`src/rtl/trdb_pkg.sv`:
```
// Shared types and defaults for the trace-encoder clock-gate controller.
package trdb_pkg;

  typedef enum logic [1:0] {
    CG_RUN   = 2'd0,
    CG_GATED = 2'd1,
    CG_WAKE  = 2'd2
  } clk_gate_state_e;

  localparam int CG_IDLE_CYCLES_DEF = 16;
  localparam int CG_WAKE_CYCLES_DEF = 2;

endpackage

```
`src/rtl/trdb_sat_counter.sv`:
```
// Saturating up-counter with synchronous clear; clear wins over increment.
module trdb_sat_counter
  import trdb_pkg::*;
#(
  parameter int WIDTH = 32
) (
  input  logic             clk_i,
  input  logic             rst_i,
  input  logic             inc_i,
  input  logic             clr_i,
  output logic [WIDTH-1:0] count_o
);

  logic [WIDTH-1:0] count_q, count_d;

  // NOTE: count_d takes its hold value first so no path through this block can infer a latch.
  always_comb begin
    count_d = count_q;
    if (clr_i) begin
      count_d = '0;
    end else if (inc_i && (count_q != '1)) begin
      count_d = count_q + WIDTH'(1);
    end
  end

  // NOTE: registers use non-blocking assignment so every flop samples pre-edge values.
  always_ff @(posedge clk_i) begin
    if (rst_i) begin
      count_q <= '0;
    end else begin
      count_q <= count_d;
    end
  end

  assign count_o = count_q;

endmodule

```
`src/rtl/trdb_clk_gate_ctrl.sv`:
```
// Clock-gate controller: stops the gated domain after an idle period and
// re-enables it on activity, holding ready_o low until the domain has settled.
module trdb_clk_gate_ctrl
  import trdb_pkg::*;
#(
  parameter int IDLE_CYCLES = CG_IDLE_CYCLES_DEF,
  parameter int WAKE_CYCLES = CG_WAKE_CYCLES_DEF,
  parameter int STAT_W      = 32
) (
  input  logic              clk_i,
  input  logic              rst_i,
  input  logic              valid_i,
  output logic              ready_o,
  input  logic              pending_i,
  input  logic              force_on_i,
  output logic              gate_en_o,
  output logic              gated_o,
  input  logic              clear_stats_i,
  output logic [STAT_W-1:0] gated_cycles_o
);

  if (IDLE_CYCLES < 1) begin : g_chk_idle
    $error("trdb_clk_gate_ctrl: IDLE_CYCLES must be >= 1");
  end
  if (WAKE_CYCLES < 1) begin : g_chk_wake
    $error("trdb_clk_gate_ctrl: WAKE_CYCLES must be >= 1");
  end

  localparam int IW = $clog2(IDLE_CYCLES + 1);
  localparam int WW = $clog2(WAKE_CYCLES + 1);
  localparam logic [IW-1:0] IDLE_LAST = IW'(IDLE_CYCLES - 1);
  localparam logic [WW-1:0] WAKE_LAST = WW'(WAKE_CYCLES - 1);

  clk_gate_state_e state_q, state_d;
  logic [IW-1:0]   idle_cnt_q, idle_cnt_d;
  logic [WW-1:0]   wake_cnt_q, wake_cnt_d;
  logic            busy;

  assign busy = valid_i | pending_i | force_on_i;

  always_comb begin
    state_d    = state_q;
    idle_cnt_d = idle_cnt_q;
    wake_cnt_d = wake_cnt_q;
    case (state_q)
      CG_RUN: begin
        // Busy on the threshold cycle wins and restarts the idle window.
        if (busy) begin
          idle_cnt_d = '0;
        end else if (idle_cnt_q == IDLE_LAST) begin
          state_d    = CG_GATED;
          idle_cnt_d = '0;
        end else begin
          idle_cnt_d = idle_cnt_q + IW'(1);
        end
      end
      CG_GATED: begin
        if (busy) begin
          state_d    = CG_WAKE;
          wake_cnt_d = '0;
        end
      end
      CG_WAKE: begin
        // Wake always runs to completion regardless of input activity.
        if (wake_cnt_q == WAKE_LAST) begin
          state_d    = CG_RUN;
          wake_cnt_d = '0;
        end else begin
          wake_cnt_d = wake_cnt_q + WW'(1);
        end
      end
      default: begin
        state_d    = CG_RUN;
        idle_cnt_d = '0;
        wake_cnt_d = '0;
      end
    endcase
  end

  always_ff @(posedge clk_i) begin
    if (rst_i) begin
      state_q    <= CG_RUN;
      idle_cnt_q <= '0;
      wake_cnt_q <= '0;
    end else begin
      state_q    <= state_d;
      idle_cnt_q <= idle_cnt_d;
      wake_cnt_q <= wake_cnt_d;
    end
  end

  // Status is decoded from the state register only: no input reaches an output.
  assign gate_en_o = (state_q != CG_GATED);
  assign gated_o   = (state_q == CG_GATED);
  assign ready_o   = (state_q == CG_RUN);

  trdb_sat_counter #(
    .WIDTH (STAT_W)
  ) u_gated_stat (
    .clk_i   (clk_i),
    .rst_i   (rst_i),
    .inc_i   (state_q == CG_GATED),
    .clr_i   (clear_stats_i),
    .count_o (gated_cycles_o)
  );

endmodule
```
`config.mk`:
```
export PLATFORM = sky130hd
export DESIGN_NAME = trdb_clk_gate_ctrl
export DESIGN_NICKNAME = d
export VERILOG_FILES = /design/src/rtl/trdb_pkg.sv /design/src/rtl/trdb_sat_counter.sv /design/src/rtl/trdb_clk_gate_ctrl.sv
export SDC_FILE = /design/constraint.sdc
export NUM_CORES = 1
export LEC_CHECK = 0
export CAP_MARGIN = 20
export CORE_UTILIZATION = 45
export CTS_CLUSTER_DIAMETER = 150
export DETAILED_ROUTE_END_ITERATION = 10
export HOLD_SLACK_MARGIN = 0.02
export PLACE_DENSITY = 0.83
export SLEW_MARGIN = 20
export SYNTH_ARGS = -nofsm -noshare
export SYNTH_HDL_FRONTEND = slang
export SYNTH_SLANG_ARGS = --single-unit
```
`constraint.sdc`:
```
create_clock -name clk_i -period 3.16 [get_ports clk_i]
set_input_delay 0.632 -clock clk_i [delete_from_list [all_inputs] [get_ports clk_i]]
set_output_delay 0.632 -clock clk_i [all_outputs]
set_load 0.01 [all_outputs]
```
==> results.md <==
* Run status: complete, but fails checks
* Failing checks: design-rule violations
* GRT Overall Usage at 0.205
* RSZ-0062 raised after global routing: false
* Top FF cell, synth: dfxtp_1
* Yosys Warn Count at 0
* Hold Buf Count CTS at 0
* Count of different cell masters after synthesis at 46
* Via count at 2045
* Highest metal used: met4
* Register area share after synthesis at 0.383
* Leakage at 0.770 nW
* WL final at 4830 um
* I/O pins at 41
* Die ar. at 0.00505 mm2
* Fin. Hold Viols at 0
* Post-synth EDFFs at 0
* Clk slew on worst S/H paths at 0.07 ns
* Post_cts resized at 0
* Initial antenna violation count at 0
* Relative slew slack at 0.489
* Wl on met1 at 2270 um
* Hold WS at 0.446 ns
* Max Slew Vio Count at 0
* Hold WC Path Type: reg -> reg
* Vias/cell at 5.88
* Clock Skews at 0.00695 ns
* Root Driver: clkbuf_8
* Final Cell Area at 0.00267 mm2
* Core Region at 0.00447 mm2
* Max capacitance violation total at 0
* Dpl ws at 0.763 ns
* Port Buf Inserts at 40
* Syn Area/Cell at 8.31 um2
* Post-CTS setup buffers at 0
* Worst-path maximum fanout at 7
* Post-route worst setup slack at 0.807 ns
* Synthesized area at 0.00214 mm2
* Detailed-route DRC error count at 2
* N_diodes at 0
* Fin cells at 348
* Fin nets at 306
* Commonest non-fill, non-tap cell in the layout: dfxtp_1
* Total CTS buffers at 5
* Gr ovfl total at 0
* Final setup viols at 0
* Met3 wire len at 259 um
* Max Freq at 425 MHz
* PD cells at 342 mW/mm2
* GPL Wtd Cong at 0.805
* Synthesized flop and latch total at 41
* Gate Count Post-Synth at 258
* Fin crit period at 2.35 ns
* Die Wd at 71.0 um
* WL/cell at 13.9 um
* Iter 0 DRT Violations at 89
* CP Class: reg -> out
* Required time of the critical path at 2.53 ns
* Post-DRT Antenna Nets at 0
* Worst endpoint data arrival time at 1.72 ns
* Post-DP Area at 0.00257 mm2
* Asr flop ratio synth at 0
* TNS Setup at 0 ns
* H-tree Lvls at 2
* CTS tree: done
* Clk Latency, worst-skew pair at 0.29 ns
* P&R area growth vs syn at 24.5%
* Starting Density at 0.479
* Least-Margin Pin Slew at 0.762 ns
* Layout cell share with drive strength beyond 1 at 0.0676
* # rows at 24
* Pin count of the biggest net entering global routing at 20
* CP endpoint kind: output pin
* Post-Syn Nets at 269
* Die Ht at 71.0 um
* Met2 WL at 2240 um
* DP Cell Count at 340
* Maximum vdd drop at 0.000224 V
* Setup crit start kind: flip-flop
* First-pass GRT wire length at 8280 um
* Post-DP HPWL at 3420 um
* Most frequent cells in the layout: dfxtp_1, clkdlybuf4s50_1, nor2_1
* Clock tree sinks at 41
* Clock buffer depth at 2
* Initial DRT Pass Iterations at 7
* Period utilisation layout at 0.745
* Vias in the first global route at 1821
layer usage:
metal,vias to the layer above,global-route usage
met2,53,0.337
met3,6,0.0385
li1,1033,-
met4,0,0.0800
met1,953,0.267
met5,-,0
synth_stat cells (2+ instances only):
master,n,share of area
or2_2,3,0.0088
nor2_1,27,0.047
o31ai_1,5,0.018
nor3_1,2,0.0047
nand2b_1,2,0.0058
a31oi_1,2,0.0058
a21oi_1,26,0.061
inv_1,7,0.012
dfxtp_1,41,0.38
nor3b_1,3,0.011
and3_1,2,0.0058
nor4_2,2,0.012
or4b_1,2,0.0093
buf_1,2,0.0035
or4_1,5,0.018
nand4_1,12,0.035
o21ai_0,7,0.016
and4_1,5,0.020
a211oi_1,4,0.014
xnor2_1,11,0.045
xor2_1,2,0.0082
clkbuf_1,5,0.0088
buf_2,3,0.0070
or3_1,10,0.029
ha_1,5,0.029
o41ai_1,2,0.0082
nor4_1,7,0.020
nand3_1,14,0.033
or2_1,2,0.0058
mux2i_1,2,0.0093
o21ai_1,4,0.0093
nand2_1,18,0.032
final cells by class:
cell class	count	area (um2)
sequential	41	821
clock inverter	1	5.00
inverter	8	30.0
multi-input combinational	198	1240
timing repair buffer	41	408
tap	52	65.1
fill	405	1800
clock buffer	7	96.3
cell families after synthesis:
family | Yosys count | share of synthesized area
and+or+nand+nor | 119 | 0.315
AOI/OAI and AO/OA | 58 | 0.169
DFF | 41 | 0.383
buffers and inverters | 19 | 0.0368
xor gates and xnor gates | 13 | 0.0531
adders and majority gates | 5 | 0.0292
muxes | 3 | 0.0146
through the flow:
stage               power (mW)  utilization
global placement         0.549        0.574
global route             0.944        0.597
CTS                      0.925        0.597
finish                   0.913        0.597
floorplan                0.540            -
detailed placement       0.550        0.574
report_power, final:
part | total (mW) | internal, mW | switching, mW
clock network | 0.376 | 0.197 | 0.178
registers | 0.517 | 0.516 | 0.000389
logic | 0.0205 | 0.00874 | 0.0118
worst paths after layout:
path,slack (ns),start,to,cells past startpoint
setup / recovery,0.81,state_q[1],gate_en_o,4
hold / removal,0.45,wake_cnt_q[1],wake_cnt_q[1],2
setup reg to reg,0.82,u_gated_stat.count_o[0],u_gated_stat.count_o[28],6
hold reg to reg,0.45,wake_cnt_q[1],wake_cnt_q[1],2
state kept, by name, summed over array words and instances (netlist names):
name	cells
u_gated_stat.count_o	32
state_q	2
idle_cnt_q	5
wake_cnt_q	2
critical path: stages (launching register included):
cell and delay, ns:
dfxtp_1 0.35, inv_1 0.06, ha_1 0.31, inv_2 0.16, clkdlybuf4s50_1 0.55
Power figures use the tool's default switching activity.
